File: src/rtl/montred_final_sub.sv
// montred_final_sub
//
// Final correction stage of the word-level Montgomery reduction chain for
// special primes q = 2^(current_k+K-8) - q_m*2^W + 1. Takes the signed result
// T of the last reduction stage (nominally in [-q, 2q)) and maps it into the
// canonical range [0, q). Three-stage, fully pipelined, one sample per cycle,
// no back-pressure. Each sample carries its own q_m/current_k, so consecutive
// samples may use different moduli.
//
// Ports:
//   clk        rising-edge clock
//   rst        asynchronous, active-high reset (clears all valid bits and outputs)
//   in_valid   T, q_m and current_k are valid this cycle
//   in         signed T, two's complement, IN_BITS wide
//   q_m        modulus parameter (M bits), sampled with in_valid
//   current_k  modulus size select, 0 -> K-8 bits ... 8 -> K bits
//   out_valid  result valid, exactly 3 cycles after in_valid
//   out        reduced value in [0, q), low K bits of the selected candidate
//   range_err  input was outside [-q, 2q); qualified by out_valid

module montred_final_sub #(
    parameter int K       = 54,
    parameter int M       = 17,
    parameter int W       = 24,
    parameter int IN_BITS = K + 2
) (
    input  logic               clk,
    input  logic               rst,
    input  logic               in_valid,
    input  logic [IN_BITS-1:0] in,
    input  logic [M-1:0]       q_m,
    input  logic [3:0]         current_k,
    output logic               out_valid,
    output logic [K-1:0]       out,
    output logic               range_err
);

    // q needs one bit more than K: the corner current_k=8, q_m=0 gives 2^K+1.
    localparam int QW = K + 1;
    // Differences are formed one bit wider than T so T - 2q cannot overflow.
    localparam int DW = IN_BITS + 1;
    // Exponent of the leading power of two when current_k = 0.
    localparam int K_BASE = K - 8;

    // ------------------------------------------------------------------
    // Stage 1: build q from (q_m, current_k) and register it with T.
    // ------------------------------------------------------------------
    logic [5:0]    shift_amt;
    logic [QW-1:0] q_calc;

    always_comb begin
        // Illegal current_k (>8) shifts the leading one out of the QW-bit
        // field, which yields a defined (if meaningless) q rather than X.
        shift_amt = {2'b00, current_k} + 6'(K_BASE);
        q_calc    = (QW'(1) << shift_amt) - (QW'(q_m) << W) + QW'(1);
    end

    logic               s1_valid;
    logic [IN_BITS-1:0] s1_t;
    logic [QW-1:0]      s1_q;

    // ------------------------------------------------------------------
    // Stage 2: form all three candidates in parallel.
    // ------------------------------------------------------------------
    logic signed [DW-1:0] t_ext;
    logic signed [DW-1:0] q_ext;
    logic signed [DW-1:0] d_sub_c;
    logic signed [DW-1:0] d_add_c;
    logic signed [DW-1:0] d_sub2_c;

    always_comb begin
        t_ext    = {s1_t[IN_BITS-1], s1_t};
        q_ext    = {{(DW-QW){1'b0}}, s1_q};
        d_sub_c  = t_ext - q_ext;
        d_add_c  = t_ext + q_ext;
        d_sub2_c = t_ext - {q_ext[DW-2:0], 1'b0};
    end

    logic                 s2_valid;
    logic signed [DW-1:0] s2_t;
    logic [QW-1:0]        s2_q;
    logic signed [DW-1:0] s2_d_sub;
    logic signed [DW-1:0] s2_d_add;
    logic signed [DW-1:0] s2_d_sub2;

    // ------------------------------------------------------------------
    // Stage 3: pick the candidate by sign tests and flag out-of-range T.
    // ------------------------------------------------------------------
    logic          t_neg;
    logic [DW-1:0] sel;
    logic          err_c;

    always_comb begin
        t_neg = s2_t[DW-1];
        sel   = s2_t;
        if (t_neg) begin
            sel = s2_d_add;
        end else if (!s2_d_sub[DW-1]) begin
            sel = s2_d_sub;
        end
        // T < -q shows up as T + q still negative; T >= 2q as T - 2q non-negative.
        err_c = (t_neg && s2_d_add[DW-1]) || !s2_d_sub2[DW-1];
    end

    // Bits that only matter through their sign, or that are carried along
    // for visibility, are folded here so they are consumed explicitly.
    logic unused_bits;
    assign unused_bits = ^{sel[DW-1:K], s2_q, s2_d_sub2[DW-2:0]};

    // ------------------------------------------------------------------
    // Control path: valid bits and output registers are reset.
    // ------------------------------------------------------------------
    // NOTE: sequential state is assigned with <= so every register samples
    // the pre-edge value of its source; blocking = here would collapse stages.
    always_ff @(posedge clk or posedge rst) begin
        if (rst) begin
            s1_valid  <= 1'b0;
            s2_valid  <= 1'b0;
            out_valid <= 1'b0;
            out       <= '0;
            range_err <= 1'b0;
        end else begin
            s1_valid  <= in_valid;
            s2_valid  <= s1_valid;
            out_valid <= s2_valid;
            // Hold the last result during bubbles so stale datapath contents
            // (possibly X straight after reset) never reach the outputs.
            if (s2_valid) begin
                out       <= sel[K-1:0];
                range_err <= err_c;
            end
        end
    end

    // ------------------------------------------------------------------
    // Datapath registers: qualified by the valid bits, so no reset needed.
    // ------------------------------------------------------------------
    // NOTE: wide datapath registers are deliberately left without reset;
    // the reset valid bits already mask their contents, and skipping the
    // reset keeps the reset net off several hundred flops.
    always_ff @(posedge clk) begin
        s1_t      <= in;
        s1_q      <= q_calc;
        s2_t      <= t_ext;
        s2_q      <= s1_q;
        s2_d_sub  <= d_sub_c;
        s2_d_add  <= d_add_c;
        s2_d_sub2 <= d_sub2_c;
    end

endmodule

File: config.mk
export PLATFORM = sky130hd
export DESIGN_NAME = montred_final_sub
export DESIGN_NICKNAME = d
export VERILOG_FILES = /design/src/rtl/montred_final_sub.sv
export SDC_FILE = /design/constraint.sdc
export NUM_CORES = 1
export LEC_CHECK = 0
export ABC_AREA = 1
export BUFFER_PORTS_ARGS = -buffer_cell sky130_fd_sc_hd__buf_2
export CAP_MARGIN = 30
export CORE_ASPECT_RATIO = 1.75
export CORE_MARGIN = 2
export CORE_UTILIZATION = 35
export CTS_CLUSTER_SIZE = 16
export DETAILED_ROUTE_END_ITERATION = 6
export MAX_ROUTING_LAYER = met4
export PLACE_DENSITY = 0.52
export SETUP_SLACK_MARGIN = 0.2
export SLEW_MARGIN = 20
export SYNTH_ARGS = -nofsm -noshare
export SYNTH_HDL_FRONTEND = slang
export SYNTH_SLANG_ARGS = --single-unit
export TNS_END_PERCENT = 5
File: constraint.sdc
create_clock -name clk -period 3.5 [get_ports clk]
set_input_delay 0.7 -clock clk [delete_from_list [all_inputs] [get_ports clk]]
set_output_delay 0.7 -clock clk [all_outputs]
set_load 0.005 [all_outputs]
==> flow_summary.toml <==
[outcome]
status = "finished, final reports clean"

[finish]
area_growth_pct = 15.0
drive_gt1_share_pct = 9.40
nets = 3080
finalNonFillerCells = 3563

[drt]
routedWlPerCell_um = 20.8
drtPass1Iterations = 7
totalWireLength_mm = 74.3
drtIter0Drc = 864
via_per_inst = 4.86
vias = 17300
drcViolationCount = 0
ant_nets = 0

[power_and_ir_drop]
power_switching_mw = 3.79
p_sw_share_pct = 35.8
ir_drop_uv = 298
leakage_nw = 10.8
intPower_mw = 6.82
p_clk_share_pct = 30.7
p_seq_share_pct = 40.8
power_mw = 10.6
pwr_density_cell_nw_per_um2 = 514
p_comb_share_pct = 28.6

[synthesis]
synth_edf_count = 0
async_flop_share_pct = 18.7
ys_ff_latch = 310
synth.mux.area_fraction_pct = 0
yosysSeqAreaShare_pct = 36.2
synth.cell_area_um2 = 18000
synth-compound-area-share_pct = 6.90
synth-adder-area-share_pct = 8.85
synth-xor-area-share_pct = 4.34
synth-main-ff-cell = "dfxtp_1"
synthCells = 2710
yosysWarnings = 0
yosys.area_share.simple_pct = 34.3
netlist-cell-type-count = 38
avgSynthCellArea_um2 = 6.63
synth_top_family_by_area = "simple AND/OR/NAND/NOR gates"

[clock_tree]
post_cts_buffers = 0
cts_tree = "yes"
htree_levels = 1
postCtsHoldBufs = 0
cts_buffer_depth = 3
clk_pin_slew_worst_paths_ns = 0.07
clock-sinks = 310
post_cts_resized = 0
cts_root_buf = "clkbuf_16"
cts_buffers = 29
clk_latency_ns = 0.58

[placement]
dp.cells = 3508
place_hpwl_mm = 63.9
dp_slack_ns = -0.215
gp_congestion = 1.01
numPortBuffers = 135

[timing]
fin_skew_ns = 0.0264
slew_violations = 0
fmax_mhz = 329
rsz0062_at_grt = "no"
fin_crit_sh_pct = 86.8
max_slew_margin_pct = 46.8
tightest_slew_ns = 0.798
setup_violations = 0
fin_crit_ns = 3.04
hold_viol = 0
fin_ws_ns = 0.462
finalSetupTns_ns = 0

[critical_path]
worst_setup_path_end_kind = "flip-flop"
r2r_cells = 10
crit_arrival_ns = 3.51
startpoint_type = "input port"
crit_fanout = 4
critPathKind = "in2reg"
worst_ep_required_time_ns = 3.97

[die]
dieArea_um2 = 53200
die_w_um = 175
ioPinCount = 136
die_h_um = 304
coreArea_um2 = 50600
start_util_pct = 35.5
num_rows = 109

[global_routing]
grt_pass1_wl_mm = 108
grt_use_total_pct = 28.4
grt_max_degree = 60
first_global_vias = 17700
antenna_found_initial = 0
grt_overflow = 0

[hold_path]
min_delay_path_depth = 1
holdCritPathClass = "in2reg"

[job]
drv_cap = 0
per-stage QoR:
step	hold WS, ns	instance area [µm²]	util [%]
finish	0.218	20700	40.8
global route	0.194	20600	40.8
CTS	0.182	20600	40.8
detailed placement	0.339	19700	38.8
global placement	0.333	19600	38.8
floorplan	0.326	18000	-
power by group through the flow:
stage	sequential, mW	clock [mW]	combinational [mW]
3_3_place_gp	4.40	0	3.01
3_5_place_dp	4.41	0	3.03
6_report	4.32	3.25	3.03
2_1_floorplan	4.30	0	1.85
4_1_cts	4.33	3.34	3.05
5_1_grt	4.37	3.46	3.36
logic make-up (layout without fill, tap and decap cells):
family	Yosys count	after routing
compound gates	222	222
simple gates	1521	1521
xor+xnor	89	89
fa+ha+maj	127	127
other cells	2	13
flops	310	310
buf+inv	439	615
Yosys cell counts, drive strengths merged (14+ instances only):
cell | n | area share, %
nand3 | 133 | 3.8
nand4 | 46 | 1.6
nor2 | 346 | 7.6
buf | 26 | 0.69
a31oi | 55 | 1.9
a21oi | 104 | 2.9
inv | 377 | 7.9
dfxtp | 252 | 28
xor2 | 76 | 3.7
ha | 127 | 8.8
clkbuf | 36 | 0.80
nand2 | 963 | 20
dfrtp | 58 | 8.1
o21ai | 40 | 1.1
o21bai | 14 | 0.59
nor3 | 22 | 0.70
sequential cells by signal (all words and copies together) (netlist names):
register	count
s2_d_sub	54
range_err	1
s2_d_sub2	2
s1_valid	1
out_valid	1
s1_t	56
out	54
s2_valid	1
s1_q	31
s2_t	54
s2_d_add	55
path summary, 6_finish.rpt:
kind	start	endpoint	slack, ns
worst min-delay path	in[0]	s1_t[0]	0.22
worst max-delay path	current_k[1]	s1_q[53]	0.46
max in group asynchronous	rst	out[48]	2.53
worst min register to register	s1_valid	s2_valid	0.35
min in group asynchronous	rst	out[29]	0.27
worst max register to register	s1_q[25]	s2_d_sub[38]	0.57
critical path, cell delays in order:
cell	delay (ns)
buf_2	0.09
inv_1	0.04
ha_1	0.34
inv_1	0.07
nor3_1	0.29
nand2_1	0.13
nor2_1	0.10
buf_4	0.14
ha_1	0.23
ha_1	0.32
nand2_1	0.06
inv_1	0.09
nand3_1	0.07
nor2_1	0.08
nand2_1	0.05
nand2_1	0.19
nand3_2	0.21
nand2_1	0.14
nand2_1	0.05
nand2_1	0.05
nand2_1	0.05
layout make-up:
class / count / area, µm²
Inverter: 377 / 1420
Tap cell: 666 / 833
Multi-Input combinational cell: 1970 / 9820
Timing Repair Buffer: 185 / 1090
Clock buffer: 35 / 811
Antenna cell: 2 / 5.00
Fill cell: 5537 / 29900
Clock inverter: 18 / 178
Sequential cell: 310 / 6500
routing by layer:
metal	global-route usage [%]	wire length, µm	vias up
li1	-	-	8742
met1	24.7	24200	7931
met2	54.5	40500	435
met3	2.41	2280	198
met4	22.5	7250	0
met5	-	0	-
layout by cell type (no fill, tap or decap), types with 3 or more instances in the layout:
| cell | netlist | routed |
|---|---|---|
| a21o_1 | 3 | 3 |
| a21oi_1 | 104 | 104 |
| a31oi_1 | 55 | 55 |
| buf_12 | 0 | 3 |
| buf_2 | 18 | 135 |
| buf_4 | 1 | 47 |
| clkbuf_16 | 0 | 31 |
| clkinv_2 | 0 | 6 |
| conb_1 | 2 | 11 |
| dfrtp_1 | 58 | 57 |
| dfxtp_1 | 252 | 250 |
| ha_1 | 127 | 127 |
| inv_1 | 374 | 373 |
| inv_2 | 3 | 4 |
| inv_6 | 0 | 3 |
| nand2_1 | 957 | 957 |
| nand2_2 | 6 | 6 |
| nand3_1 | 131 | 130 |
| nand3_2 | 2 | 3 |
| nand3b_1 | 3 | 3 |
| nand4_1 | 46 | 46 |
| nor2_1 | 331 | 331 |
| nor2_2 | 9 | 9 |
| nor2_4 | 6 | 6 |
| nor3_1 | 19 | 19 |
| nor3_2 | 3 | 3 |
| nor4_1 | 6 | 6 |
| o21a_1 | 3 | 3 |
| o21ai_0 | 37 | 37 |
| o21bai_1 | 14 | 14 |
| xnor2_1 | 13 | 13 |
| xor2_1 | 76 | 76 |
(Power assumes the default switching activity.)
